$ cat config.mk
export PLATFORM = sky130hd
export DESIGN_NAME = chess_clock_display
export DESIGN_NICKNAME = d
export VERILOG_FILES = /design/src/rtl/chess_clock_pkg.sv /design/src/rtl/seg7_decode.sv /design/src/rtl/chess_clock_display.sv
export SDC_FILE = /design/constraint.sdc
export NUM_CORES = 1
export LEC_CHECK = 0
export CORE_UTILIZATION = 55
export DETAILED_ROUTE_END_ITERATION = 12
export PLACE_DENSITY_LB_ADDON = 0.12
export SYNTH_ARGS = -nofsm -noshare
export SYNTH_HDL_FRONTEND = slang
export SYNTH_HIERARCHICAL = 1
export SYNTH_SLANG_ARGS = --single-unit
$ cat constraint.sdc
create_clock -name st_clk -period 4.6 [get_ports st_clk]
set_input_delay 0.92 -clock st_clk [delete_from_list [all_inputs] [get_ports st_clk]]
set_output_delay 0.92 -clock st_clk [all_outputs]
set_load 0.02 [all_outputs]
$ cat src/rtl/chess_clock_pkg.sv
// Shared types and constants for the chess clock display.
// The optional blink feature is selected by the CHESS_DISPLAY_BLINK_EN macro.
package chess_clock_pkg;

    localparam int DIGIT_W = 4;
    localparam int SECS_W  = 10;

    localparam logic [SECS_W-1:0]  SECS_MAX    = 10'd599;
    localparam logic [6:0]         SEG_BLANK   = 7'h7F;
    localparam logic [DIGIT_W-1:0] DIGIT_BLANK = 4'hF;

    typedef enum logic [2:0] {
        ST_IDLE  = 3'd0,
        ST_LOAD  = 3'd1,
        ST_MIN   = 3'd2,
        ST_TENS  = 3'd3,
        ST_WRITE = 3'd4
    } state_e;

    // Saturate a raw 12-bit seconds value to the largest displayable M:SS.
    function automatic logic [SECS_W-1:0] clamp_secs(input logic [11:0] secs);
        logic [SECS_W-1:0] res;
        if (secs > 12'd599) begin
            res = SECS_MAX;
        end else begin
            res = secs[SECS_W-1:0];
        end
        return res;
    endfunction

endpackage

$ cat src/rtl/seg7_decode.sv
// Digit to active-low 7-segment decoder, segment order gfedcba.
// Any code outside 0-9 produces a blank digit.
module seg7_decode
    import chess_clock_pkg::*;
(
    input  logic [DIGIT_W-1:0] digit,
    output logic [6:0]         seg
);

    // Map each decimal digit to its lit-segment pattern.
    always_comb begin
        seg = SEG_BLANK;
        case (digit)
            4'd0:    seg = 7'h40;
            4'd1:    seg = 7'h79;
            4'd2:    seg = 7'h24;
            4'd3:    seg = 7'h30;
            4'd4:    seg = 7'h19;
            4'd5:    seg = 7'h12;
            4'd6:    seg = 7'h02;
            4'd7:    seg = 7'h78;
            4'd8:    seg = 7'h00;
            4'd9:    seg = 7'h10;
            default: seg = SEG_BLANK;
        endcase
    end

endmodule

$ cat src/rtl/chess_clock_display.sv
// Chess clock display: converts both players' remaining seconds to M:SS
// by repeated subtraction and drives six active-low 7-segment digits.
// Optional low-time blink of the active player: define CHESS_DISPLAY_BLINK_EN.
module chess_clock_display
    import chess_clock_pkg::*;
#(
    parameter int BLINK_DIV = 25000000
) (
    input  logic        st_clk,
    input  logic        rst,
    input  logic        upd,
    input  logic [11:0] p1_secs,
    input  logic [11:0] p2_secs,
    input  logic        act,
    output logic [6:0]  hex5,
    output logic [6:0]  hex4,
    output logic [6:0]  hex3,
    output logic [6:0]  hex2,
    output logic [6:0]  hex1,
    output logic [6:0]  hex0,
    output logic        busy,
    output logic        done
);

    state_e state_q, state_d;

    logic [SECS_W-1:0]  p1_cap_q, p1_cap_d;
    logic [SECS_W-1:0]  p2_cap_q, p2_cap_d;
    logic [SECS_W-1:0]  r_q, r_d;
    logic [DIGIT_W-1:0] m_q, m_d;
    logic [DIGIT_W-1:0] t_q, t_d;
    logic               sel_q, sel_d;
    logic               done_q, done_d;

    // Index 5..3 is player 1 (M, tens, ones), 2..0 is player 2.
    logic [DIGIT_W-1:0] dig_q [6];
    logic [DIGIT_W-1:0] dig_d [6];
    logic [6:0]         seg_s [6];

    // State register.
    always_ff @(posedge st_clk) begin
        if (rst) begin
            state_q <= ST_IDLE;
        end else begin
            state_q <= state_d;
        end
    end

    // Next-state logic; upd is only looked at in IDLE, so requests never queue.
    always_comb begin
        state_d = state_q;
        case (state_q)
            ST_IDLE: begin
                if (upd) begin
                    state_d = ST_LOAD;
                end else begin
                    state_d = ST_IDLE;
                end
            end
            ST_LOAD: state_d = ST_MIN;
            ST_MIN: begin
                if (r_q >= 10'd60) begin
                    state_d = ST_MIN;
                end else begin
                    state_d = ST_TENS;
                end
            end
            ST_TENS: begin
                if (r_q >= 10'd10) begin
                    state_d = ST_TENS;
                end else begin
                    state_d = ST_WRITE;
                end
            end
            ST_WRITE: begin
                if (sel_q) begin
                    state_d = ST_IDLE;
                end else begin
                    state_d = ST_MIN;
                end
            end
            default: state_d = ST_IDLE;
        endcase
    end

    // Datapath next values: capture, subtract-and-count, digit write-back.
    always_comb begin
        p1_cap_d = p1_cap_q;
        p2_cap_d = p2_cap_q;
        r_d      = r_q;
        m_d      = m_q;
        t_d      = t_q;
        sel_d    = sel_q;
        done_d   = 1'b0;
        dig_d    = dig_q;
        case (state_q)
            ST_LOAD: begin
                p1_cap_d = clamp_secs(p1_secs);
                p2_cap_d = clamp_secs(p2_secs);
                r_d      = clamp_secs(p1_secs);
                m_d      = 4'd0;
                t_d      = 4'd0;
                sel_d    = 1'b0;
            end
            ST_MIN: begin
                if (r_q >= 10'd60) begin
                    r_d = r_q - 10'd60;
                    m_d = m_q + 4'd1;
                end else begin
                    r_d = r_q;
                end
            end
            ST_TENS: begin
                if (r_q >= 10'd10) begin
                    r_d = r_q - 10'd10;
                    t_d = t_q + 4'd1;
                end else begin
                    r_d = r_q;
                end
            end
            ST_WRITE: begin
                if (sel_q) begin
                    dig_d[2] = m_q;
                    dig_d[1] = t_q;
                    dig_d[0] = r_q[DIGIT_W-1:0];
                    done_d   = 1'b1;
                end else begin
                    dig_d[5] = m_q;
                    dig_d[4] = t_q;
                    dig_d[3] = r_q[DIGIT_W-1:0];
                    r_d      = p2_cap_q;
                    m_d      = 4'd0;
                    t_d      = 4'd0;
                    sel_d    = 1'b1;
                end
            end
            default: begin
                r_d = r_q;
            end
        endcase
    end

    // Datapath registers; reset blanks every digit.
    always_ff @(posedge st_clk) begin
        if (rst) begin
            p1_cap_q <= 10'd0;
            p2_cap_q <= 10'd0;
            r_q      <= 10'd0;
            m_q      <= 4'd0;
            t_q      <= 4'd0;
            sel_q    <= 1'b0;
            done_q   <= 1'b0;
            for (int i = 0; i < 6; i++) begin
                dig_q[i] <= DIGIT_BLANK;
            end
        end else begin
            p1_cap_q <= p1_cap_d;
            p2_cap_q <= p2_cap_d;
            r_q      <= r_d;
            m_q      <= m_d;
            t_q      <= t_d;
            sel_q    <= sel_d;
            done_q   <= done_d;
            dig_q    <= dig_d;
        end
    end

    for (genvar g = 0; g < 6; g++) begin : g_dec
        seg7_decode u_dec (
            .digit (dig_q[g]),
            .seg   (seg_s[g])
        );
    end

`ifdef CHESS_DISPLAY_BLINK_EN
    localparam int CNT_W = (BLINK_DIV > 1) ? $clog2(BLINK_DIV) : 1;

    logic [CNT_W-1:0] blink_cnt_q, blink_cnt_d;
    logic [1:0]       low_q, low_d;
    logic             blink_off_s;

    // Free-running blink counter wrapping at BLINK_DIV-1.
    always_comb begin
        if (blink_cnt_q >= CNT_W'(BLINK_DIV - 1)) begin
            blink_cnt_d = '0;
        end else begin
            blink_cnt_d = blink_cnt_q + 1'b1;
        end
    end

    // Remember, per player, whether the last written time was under 10 s.
    always_comb begin
        low_d = low_q;
        if (state_q == ST_WRITE) begin
            low_d[sel_q] = (m_q == 4'd0) && (t_q == 4'd0);
        end else begin
            low_d = low_q;
        end
    end

    // Blink counter and low-time flags.
    always_ff @(posedge st_clk) begin
        if (rst) begin
            blink_cnt_q <= '0;
            low_q       <= 2'b00;
        end else begin
            blink_cnt_q <= blink_cnt_d;
            low_q       <= low_d;
        end
    end

    assign blink_off_s = (blink_cnt_q >= CNT_W'(BLINK_DIV / 2));
`else
    logic unused_cfg_s;
    assign unused_cfg_s = act ^ (BLINK_DIV == 0);
`endif

    // Output stage: status flags and decoded digits, with optional blanking.
    always_comb begin
        busy = (state_q != ST_IDLE);
        done = done_q;
        hex5 = seg_s[5];
        hex4 = seg_s[4];
        hex3 = seg_s[3];
        hex2 = seg_s[2];
        hex1 = seg_s[1];
        hex0 = seg_s[0];
`ifdef CHESS_DISPLAY_BLINK_EN
        if (blink_off_s && !act && low_q[0]) begin
            hex5 = SEG_BLANK;
            hex4 = SEG_BLANK;
            hex3 = SEG_BLANK;
        end else if (blink_off_s && act && low_q[1]) begin
            hex2 = SEG_BLANK;
            hex1 = SEG_BLANK;
            hex0 = SEG_BLANK;
        end else begin
            hex0 = seg_s[0];
        end
`endif
    end

endmodule

* After elaboration in Yosys (flattened, before gate mapping) *
Memory sizes are Yosys's and may differ from the RTL's. A register that Yosys moved wholly into a read port is not among the register bits.
Cells that the tools add are included.

storage, ports and cells
  input bits = 28
  memory bits (writable) = 0
  memories kept = 6
  memory bits (read-only) = 672
  flip-flop bits (word level) = 57
  output and inout bits = 44
  bits in latches = 0

memories
  memory            words  bits a word  read ports  clocked after memory_dff  write ports  RTL line           text
  (name not given)  16     7            1           1                         0            seg7_decode.sv:13  case (digit)
  (name not given)  16     7            1           1                         0            seg7_decode.sv:13
  (name not given)  16     7            1           1                         0            seg7_decode.sv:13
  (name not given)  16     7            1           1                         0            seg7_decode.sv:13
  (name not given)  16     7            1           1                         0            seg7_decode.sv:13
  (name not given)  16     7            1           1                         0            seg7_decode.sv:13

operators by class
  order comparisons = 4
  shift operators = 0
  multiplexer cells = 30
  equality and inequality tests = 7
  reduce and logical (&&, ||, !) cells = 12
  divide/modulo/power cells = 0
  multipliers = 0
  add/subtract/negate cells = 4
  bitwise gates (word level) = 2

operator list
  cell                     count
  $mux W4                  15
  $mux W10                 5
  $pmux W10 S4             1
  $gt A12 B10 Y1 const B   2
  $pmux W4 S3              2
  $pmux W3 S5              1
  $ge A10 B4 Y1 const B    1
  $ge A10 B6 Y1 const B    1
  $sub A10 B4 Y10 const B  1
  $sub A10 B6 Y10 const B  1
  $reduce_bool A3 Y1       3
  $add A4 B1 Y4 const B    2
  $eq A3 B2 Y1 const B     2
  $ne A2 B2 Y1 const B     3
  $reduce_and A3 Y1        2
  $reduce_and A2 Y1        2
  $reduce_and A4 Y1        1
  $reduce_bool A4 Y1       1
  $eq A3 B1 Y1 const B     1
  $eq A3 B3 Y1 const B     1
  $logic_not A3 Y1         1
  $mux W1                  3
  $mux W3                  1
  $mux W2                  1
  other kinds (4)          5

* Longest topological paths before layout *
Gate-level depths: netlist of run 1.

  depth in word-level cells = 4
  gate-level depth with buffers = 8

* By module *
The synthesis of run 1 kept the hierarchy.

by module, submodules not included
  module                             cells an instance  area an instance (um^2)  times used  seq. area each (um^2)
  chess_clock_display                363                2945.3                   1           1141.1
  seg7_decode at g_dec[1].u_dec ...  33                 210.2                    5           0.0
  seg7_decode at g_dec[0].u_dec      31                 200.2                    1           0.0

* Least setup slack after synthesis of run 1 *
Ideal clock, no wire load.

  path type = register to output
  start = register, netlist name dig_q[17]
  end = output port hex1[4]
  path buffers = 0
  required time = 3680 ps
  setup slack = 2406 ps
  stages on the path, launching flop included = 6
  data arrival time = 1274 ps
  cells stage by stage = dfxtp_1 -> inv_1 -> ha_1 -> nand2_1 -> o21ai_0 -> o21ai_0

RTL lines
  element    RTL line                   text
  to (decl)  chess_clock_display.sv:19  output logic [6:0] hex1,

==> results of run 1 <==
## worst max-delay path by stage
stage                          start       to  cells past startpoint
after floorplan            dig_q[17]  hex1[4]                      5
after global placement    p1_secs[3]   r_q[1]                      6
after detailed placement  p1_secs[3]   r_q[1]                      6
after CTS                  dig_q[17]  hex1[3]                      6
after global routing       dig_q[13]  hex2[3]                      6
final                      dig_q[17]  hex1[3]                      6
## final cells by class
type | instances | area share [%]
inverter | 33 | 2.456
multi-input combinational | 433 | 53.88
timing repair buffer | 73 | 14.34
clock buffer | 13 | 3.548
clock inverter | 2 | 0.6946
sequential | 57 | 22.62
tap | 99 | 2.456
## flip-flops by register name, summed over array words and instances, names as in the netlist
name and flops:
sel_q 1, r_q 10, t_q 4, p2_cap_q 10, state_q 3, dig_q 24
done 1, m_q 4
## synth_stat cells (3+ instances only)
cell      count
a22oi_1       4
ha_1         36
clkbuf_1     17
o221ai_1      3
nand4_1       3
a21oi_1      39
a211oi_1      3
a31oi_1       9
a21oi_2       7
nor4_1        4
and3_1        3
o21ai_1       4
nand2b_1     26
dfxtp_1      57
nand2_1      71
or2_1         6
buf_6         9
o21ai_0      51
xnor2_1       5
nor2_1       52
nand3_1      27
or2b_1        6
o32ai_1       3
or3_1         5
inv_1        33
buf_2         9
o31ai_1       3
nor3_1        6
o211ai_1     12
nand3b_1      3
## where the power goes
part / internal (mW) / leakage [nW] / switching [mW]
sequential: 0.552 / 0.464 / 0.113
combinational: 0.259 / 1.61 / 0.349
clock: 0.305 / 0.112 / 0.195
total: 1.12 / 2.19 / 0.657
## through the flow
step | std cells | setup slack (ns)
6_report | 710 | 1.575
4_1_cts | 710 | 1.554
3_5_place_dp | 695 | 1.925
2_1_floorplan | 559 | 2.406
3_3_place_gp | 695 | 1.954
5_1_grt | 710 | 1.419
## layout by cell type (no fill, tap or decap), types with 4 or more instances in the layout
master           netlist  routed
clkdlybuf4s50_1        0      70
clkbuf_8               0      13
o211ai_1              12      12
nor2_1                52      52
nand2b_1              26      26
a21oi_1               39      39
or2_1                  6       6
a31oi_1                9       9
nor4_1                 4       4
nand3_1               27      27
inv_1                 33      33
o21ai_1                4       4
a22oi_1                4       4
ha_1                  36      36
nand2_1               71      71
o21ai_0               51      51
or3_1                  5       5
dfxtp_1               57      57
a21oi_2                7       7
xnor2_1                5       5
or2b_1                 6       6
nor3_1                 6       6
## per-layer routing
layer | up-vias | track usage, % | wire [µm]
li1 | 2046 | - | -
met1 | 1880 | 33.26 | 4426
met2 | 130 | 42.75 | 4483
met3 | 26 | 4.801 | 576
met4 | 0 | 12.12 | 207
met5 | - | 0 | 0
## worst reg2reg max path, cell delays in order, from the launching register on
cell	delay (ns)
dfxtp_1	0.92
nand3b_1	0.49
a2bb2oi_4	0.29
a21oi_2	0.52
a21oi_1	0.13
a221oi_2	0.26
## kinds of logic after synthesis
kind of cell    count (synthesis)  synth area share (%)
compound gates                160                 25.05
xor+xnor                        6                 1.252
fa+ha+maj                      36                 10.73
buf+inv                        69                 8.050
flops                          57                 27.19
mux                             2                0.4771
simple gates                  229                 27.25
==> flow_metrics.py, run 1 <==
metrics = {
    "synthesis": {
        "synthFlopType": "dfxtp_1",
        "syn_area_per_cell_um2": 7.507,
        "synth_top_area_share_pct": 27.19,
        "yosys.area.top_type": "dfxtp_1",
        "synth_edf_count": 0,
        "synth.net_count": 623,
        "synth_seq_cells": 57,
        "yosys_warnings": 6,
        "yosysSeqAreaShare_pct": 27.19,
        "syn_inst": 559,
        "synth_area_um2": 4197,
        "yosysUniqueCellTypes": 66,
        "synth_area_leaders": "dfxtp_1 27%, ha_1 11%, nand2_1 6.4%, o21ai_0 6.1%, a21oi_1 4.7%",
        "async_flop_share_pct": 0,
    },
    "sta": {
        "finalSetupTns_ns": 0,
        "setup_viol": 0,
        "period_share_pct": 65.76,
        "worst_pin_slew_ns": 0.9225,
        "maxSlewViolCount": 0,
        "min_period_ns": 3.025,
        "max_freq_mhz": 330.6,
        "skew_ns": 0.006833,
        "rsz0062_at_grt": "false",
        "timing.hold.ws_ns": 0.4848,
        "slew_headroom_pct": 38.42,
        "hold_violations": 0,
    },
    "place": {
        "portBuffers": 70,
        "place_congestion": 0.8876,
        "placed_area_um2": 4830,
        "dp.final_hpwl_um": 6986,
    },
    "clock_tree": {
        "clk_pin_slew_worst_paths_ns": 0.06,
        "cts_buffer_depth": 2,
        "cts_resized": 0,
        "post-cts-setup-buffers": 0,
        "clk_latency_ns": 0.34,
        "cts_root_buf": "clkbuf_8",
        "cts_buffers": 9,
        "cts_tree": "built",
        "clock-sinks": 57,
        "holdBufCountCts": 0,
        "htree_levels": 3,
    },
    "status": {
        "status": "finished, final reports clean",
    },
    "drt": {
        "vias": 4082,
        "drt-vias-per-instance": 5.749,
        "drtIter0Drc": 211,
        "drt_pass1_iterations": 6,
        "wl_per_cell_um": 13.65,
        "drt_wl_total_um": 9694,
        "drcViolationCount": 0,
        "ant_nets": 0,
    },
    "cells_and_area": {
        "final_util_pct": 68.80,
        "final_nets": 671,
        "fill_cells": 628,
        "syn_to_final_growth_pct": 20.18,
        "drive_gt1_share_pct": 6.219,
        "seq_area_um2": 1141,
        "n_antenna_cell": 0,
        "multi_input_area_um2": 2718,
        "design_area_um2": 5044,
    },
    "floorplanning": {
        "core_um2": 7331,
        "initial_utilization_pct": 57.25,
        "rows": 31,
        "ios": 72,
        "die_w_um": 89.35,
        "dieArea_um2": 7983,
        "dieHeight_um": 89.35,
    },
    "critical_path": {
        "path_cells": "inv_1, ha_1, or2_1, a21oi_2, a31oi_1, clkdlybuf4s50_1",
        "cp.required_ns": 3.68,
        "critPathSlowestCell": "clkdlybuf4s50_1",
        "critical-path-top-delay-family": "buffers and inverters",
        "cp_slowest_stage_delay_ns": 0.56,
        "reg2regPathDepth": 5,
        "crit_buf_inv": 2,
        "worstSetupEndpointType": "primary output",
        "critical_path_arrival_ns": 2.10,
        "crit_path_start_kind": "flop",
        "rr_endpoint": "r_q[3]",
        "critical_path_class": "reg -> out",
        "critPathMaxFanout": 7,
        "r2r-start": "state_q[0]",
        "worst-r2r-setup-slack_ns": 1.91,
    },
    "grt": {
        "grt_pass1_wl_um": 16170,
        "antenna_found_initial": 0,
        "groute.usage.overall_pct": 26.08,
        "grt_max_degree": 28,
        "grt_pass1_vias": 3623,
        "grt_overflow": 0,
    },
    "hold_path": {
        "hold_depth": 2,
        "hold_path_end": "dig_q[7]",
        "hp-class": "reg -> reg",
        "hp-start": "t_q[3]",
    },
    "power": {
        "peakVddDrop_uv": 260.9,
        "power_density_nw_per_um2": 351.5,
        "p_total_mw": 1.773,
        "power_leakage_nw": 2.186,
    },
    "run": {
        "maxCapViolCount": 0,
    },
}
No activity file was read; power rests on OpenSTA's default activity.
==> inputs of run 2 (changes only) <==
Settings changed: CORE_UTILIZATION 55 to 53.
Clock period 4.6 ns to 3.1 ns, I/O delays scaled along.
==> run 2 against run 1 <==
- global-route usage is 1.1 points lower
- design area up 0.50%
- wire length grew 2.1%
- first-iteration DRC count grew 15%
- non-clock buffer count grew 2
- die area up 3.7%
- flip-flop and latch count did not move
- cell count increased by 0.85%
- sequential power grew 48%
- sequential share of layout area decreased by 0.11 points
- critical path depth stayed put
- clock power grew 56%
- highest routed layer unchanged
==> flow_metrics.py, run 2 (synthesized netlist as in run 1, its figures left out) <==
metrics = {
    "drt": {
        "drt-vias-per-instance": 5.684,
        "vias": 4070,
        "ant_nets": 0,
        "drt_pass1_iterations": 5,
        "drtIter0Drc": 243,
        "wl_per_cell_um": 13.83,
        "drt_wl_total_um": 9899,
        "drcViolationCount": 0,
    },
    "cells_and_area": {
        "seq_area_um2": 1141,
        "n_antenna_cell": 0,
        "fill_cells": 724,
        "reg_top3": "dig_q x24, p2_cap_q x10, r_q x10",
        "multi_input_area_um2": 2718,
        "largest_reg_flops": 24,
        "design_area_um2": 5069,
        "drive_gt1_share_pct": 6.515,
        "final_cell_mix": "71 x nand2_1, 70 x clkdlybuf4s50_1, 57 x dfxtp_1",
        "final_nets": 673,
        "regMostFlops": "dig_q",
        "layout_commonest_cell": "nand2_1",
        "syn_to_final_growth_pct": 20.78,
    },
    "clock_tree": {
        "cts_resized": 0,
        "holdBufCountCts": 0,
        "post-cts-setup-buffers": 0,
        "clk_pin_slew_worst_paths_ns": 0.07,
        "cts_tree": "built",
        "clk_latency_ns": 0.35,
        "cts_buffer_depth": 2,
        "clock-sinks": 57,
        "cts_root_buf": "clkbuf_8",
        "cts_buffers": 9,
        "htree_levels": 3,
    },
    "power": {
        "power_density_nw_per_um2": 529.2,
        "p_int_mw": 1.688,
        "peakVddDrop_uv": 378.9,
        "power_leakage_nw": 2.197,
        "p_switching_mw": 0.9948,
        "seqPwrFrac_pct": 36.6,
        "power_frac_comb_pct": 34.4,
        "swShare_pct": 37.08,
        "clockPowerShare_pct": 29.0,
    },
    "hold_path": {
        "hold_path_end": "dig_q[19]",
        "hold_depth": 2,
        "hp-start": "t_q[3]",
        "hp-class": "reg -> reg",
    },
    "grt": {
        "groute.usage.overall_pct": 25.01,
        "grt_overflow": 0,
        "grt_pass1_vias": 3697,
        "grt_pass1_wl_um": 16990,
        "grt_max_degree": 27,
        "antenna_found_initial": 0,
    },
    "critical_path": {
        "critPathSlowestCell": "clkdlybuf4s50_1",
        "critical_path_class": "reg -> out",
        "worstSetupEndpointType": "primary output",
        "crit_path_start_kind": "flop",
        "reg2regPathDepth": 5,
        "critical_path_arrival_ns": 2.14,
        "critical-path-top-delay-family": "buffers and inverters",
        "r2r-start": "state_q[0]",
        "cp.required_ns": 2.48,
        "cp_slowest_stage_delay_ns": 0.55,
        "critPathMaxFanout": 7,
        "rr_endpoint": "p2_cap_q[3]",
        "path_cells": "inv_1, ha_1, or2_1, a21oi_2, a31oi_1, clkdlybuf4s50_1",
        "crit_buf_inv": 2,
        "worst-r2r-setup-slack_ns": 0.67,
    },
    "floorplanning": {
        "die_w_um": 90.98,
        "dieArea_um2": 8277,
        "rows": 32,
        "ios": 72,
        "initial_utilization_pct": 54.59,
        "dieHeight_um": 90.98,
        "core_um2": 7687,
    },
    "sta": {
        "finalSetupTns_ns": 0,
        "slew_headroom_pct": 41.02,
        "skew_ns": 0.01079,
        "setup_viol": 0,
        "timing.hold.ws_ns": 0.4900,
        "rsz0062_at_grt": "false",
        "max_freq_mhz": 362.2,
        "min_period_ns": 2.761,
        "period_share_pct": 89.05,
        "maxSlewViolCount": 0,
        "hold_violations": 0,
        "worst_pin_slew_ns": 0.8835,
    },
    "run": {
        "maxCapViolCount": 0,
    },
    "status": {
        "status": "finished, final reports clean",
    },
    "place": {
        "place_congestion": 0.8892,
        "dp.final_hpwl_um": 7014,
        "portBuffers": 70,
        "placed_area_um2": 4848,
    },
}
run 2: worst register-to-register path: stages, from the launching register on:
cell and delay [ns]:
dfxtp_1 0.90, nand2b_1 0.20, or2_0 0.41, a2111oi_4 0.63, a22oi_1 0.13, nor2_1 0.12
run 2: cell type report:
class | instances | area share [%]
clock buffers | 11 | 2.789
clock inverters | 5 | 1.555
inverters | 33 | 2.444
multi-input cells | 433 | 53.62
flip-flops and latches | 57 | 22.51
well taps | 102 | 2.518
repair buffers | 75 | 14.56
run 2: worst max path at each step:
stage                        start  endpoint  slack [ns]  cells past startpoint
after global routing      dig_q[9]   hex3[3]        0.20                      6
final                     dig_q[9]   hex3[3]        0.34                      6
after floorplan             r_q[2]    r_q[7]        1.05                      7
after global placement      r_q[2]    r_q[5]        0.75                      8
after detailed placement  dig_q[9]   hex3[3]        0.71                      6
after CTS                 dig_q[9]   hex3[3]        0.32                      6
run 2: power groups by stage:
| stage | Sequential (mW) | Clock, mW | Combinational [mW] |
|---|---|---|---|
| 2_1_floorplan | 0.896 | 0 | 0.781 |
| 3_3_place_gp | 0.985 | 0 | 0.880 |
| 3_5_place_dp | 0.991 | 0 | 0.895 |
| 4_1_cts | 0.976 | 0.786 | 0.912 |
| 5_1_grt | 1.00 | 0.815 | 1.01 |
| 6_report | 0.983 | 0.778 | 0.922 |
run 2: routing by layer:
metal	GRT usage, %	vias to the layer above	share of wire, %
met5	0	-	0
met4	8.598	0	1.9
met3	3.769	19	6.0
met2	42.17	138	46
met1	32.51	1860	46
li1	-	2053	-
run 2: through the flow:
stage / total power, mW / worst slack (ns) / instances / utilization (%)
2_1_floorplan: 1.677 / 1.051 / 559 / -
3_3_place_gp: 1.865 / 0.7515 / 700 / 63.07
3_5_place_dp: 1.886 / 0.7054 / 700 / 63.07
4_1_cts: 2.674 / 0.3219 / 716 / 65.93
5_1_grt: 2.828 / 0.1966 / 716 / 65.93
6_report: 2.683 / 0.3394 / 716 / 65.93
==> inputs of run 3 (changes only) <==
Settings changed: CORE_UTILIZATION 53 to 40.
==> run 3 against run 2 <==
- design area increased by 0.74%
- worst setup slack improved by 0.032 ns
- global-route usage is 5.7 points lower
- first-iteration DRC count up 2.9%
- fmax grew 1.2%
- sequential power down 2%
- utilization fell by 16 points
- combinational power is 0.4% higher
- sequential share of layout area decreased by 0.17 points
- highest routed layer unchanged
==> flow_metrics.py, run 3 (synthesized netlist as in run 1, its figures left out) <==
metrics = {
    "drt": {
        "drt_pass1_iterations": 7,
        "routed.top_layer": "met4",
        "vias": 3941,
        "drcViolationCount": 0,
        "drtIter0Drc": 250,
        "drt_wl_total_um": 10000,
        "wl_met1_um": 4915,
        "dr_wl_met2_um": 4558,
        "ant_nets": 0,
        "wl_per_cell_um": 13.32,
        "drt-vias-per-instance": 5.248,
        "wl_met3_um": 479,
    },
    "power": {
        "peakVddDrop_uv": 285.6,
        "power_density_nw_per_um2": 512.2,
        "p_total_mw": 2.615,
        "power_leakage_nw": 2.197,
    },
    "critical_path": {
        "crit_path_start_kind": "flop",
        "path_cells": "inv_1, ha_1, or2_1, a21oi_2, a31oi_1, clkdlybuf4s50_1",
        "cp-startpoint": "dig_q[17]",
        "worstSetupEndpointType": "primary output",
        "critical_path_class": "reg -> out",
        "cp_slowest_stage_delay_ns": 0.55,
        "cp.required_ns": 2.48,
        "critical_path_arrival_ns": 2.11,
        "r2r-start": "r_q[2]",
        "critPathSlowestCell": "clkdlybuf4s50_1",
        "critPathMaxFanout": 7,
    },
    "sta": {
        "maxSlewViolCount": 0,
        "hold_violations": 0,
        "setup_viol": 0,
        "slew_headroom_pct": 46.74,
        "min_period_ns": 2.729,
        "skew_ns": 0.006451,
        "period_share_pct": 88.04,
        "max_freq_mhz": 366.4,
        "worst_pin_slew_ns": 0.7981,
        "rsz0062_at_grt": "false",
        "finalSetupTns_ns": 0,
    },
    "floorplanning": {
        "rows": 37,
        "die_w_um": 104.4,
        "core_um2": 10230,
        "initial_utilization_pct": 41.02,
        "dieArea_um2": 10900,
        "dieHeight_um": 104.4,
        "ios": 72,
    },
    "clock_tree": {
        "clock-sinks": 57,
        "clk_latency_ns": 0.34,
        "htree_levels": 3,
        "cts_buffer_depth": 2,
        "post-cts-setup-buffers": 0,
        "cts_root_buf": "clkbuf_8",
        "clk_pin_slew_worst_paths_ns": 0.06,
        "cts_tree": "built",
        "cts_buffers": 9,
        "holdBufCountCts": 0,
        "cts_resized": 0,
    },
    "status": {
        "status": "finished, final reports clean",
    },
    "cells_and_area": {
        "drive_gt1_share_pct": 6.504,
        "reg_top3": "dig_q x24, p2_cap_q x10, r_q x10",
        "syn_to_final_growth_pct": 21.68,
        "n_antenna_cell": 0,
        "final_cell_mix": "71 x nand2_1, 70 x clkdlybuf4s50_1, 57 x dfxtp_1",
        "fill_cells": 1040,
        "final_nets": 674,
        "largest_reg_flops": 24,
        "layout_commonest_cell": "nand2_1",
        "regMostFlops": "dig_q",
    },
    "grt": {
        "antenna_found_initial": 0,
        "grt_max_degree": 27,
        "grt_overflow": 0,
        "groute.usage.overall_pct": 19.27,
        "grt_pass1_vias": 3659,
        "grt_pass1_wl_um": 17180,
    },
    "hold_path": {
        "hp-class": "reg -> reg",
        "hp-start": "m_q[3]",
    },
    "place": {
        "portBuffers": 70,
        "dp.final_hpwl_um": 7364,
        "place_congestion": 0.8079,
    },
    "run": {
        "maxCapViolCount": 0,
    },
}
run 3: cell count changes in the layout (fill, tap and decap cells not counted), sizes merged:
cell    change
clkinv      -2
clkbuf      +3
buf         +1
bufinv      -1
run 3: layout make-up:
cell class	count	area, µm²	share of cell area (%)
multi-input cells	433	2718	53.22
flip-flops and latches	57	1141	22.35
repair buffers	76	745.7	14.60
clock buffers	14	172.7	3.382
well taps	136	170.2	3.333
inverters	33	123.9	2.426
clock inverters	2	35.03	0.6861
run 3: power by group:
group	internal, mW	switching [mW]
combinational	0.399	0.528
sequential	0.819	0.146
clock	0.436	0.288
run 3: critical path: cells and delay by family (launching register included):
| family | cells | cell delay (ns) |
|---|---|---|
| buf+inv | 2 | 0.68 |
| flops | 1 | 0.44 |
| simple gates | 1 | 0.24 |
| compound gates | 2 | 0.22 |
| fa+ha+maj | 1 | 0.19 |
run 3: through the flow:
stage	instance area (µm²)	utilization [%]	hold WS [ns]	std cells	setup WS, ns
after floorplan	4197	-	0.4351	559	1.051
after global placement	4898	47.88	0.4874	735	0.7304
after detailed placement	4898	47.88	0.4799	735	0.7184
after CTS	5106	49.91	0.5019	751	0.3506
after global routing	5106	49.91	0.5272	751	0.1894
final	5106	49.91	0.5045	751	0.3709
run 3: worst paths after layout:
| check | to | slack (ns) | cells past startpoint |
|---|---|---|---|
| setup / recovery | hex1[3] | 0.37 | 6 |
| hold / removal | dig_q[15] | 0.50 | 2 |
| setup reg to reg | r_q[2] | 0.74 | 8 |
| hold reg to reg | dig_q[15] | 0.50 | 2 |
run 3: routing by layer:
metal  global-route usage, %  up-vias
met4                   6.224        0
met5                       0        -
met2                   29.99       78
li1                        -     2058
met1                   26.66     1801
met3                   3.571        4
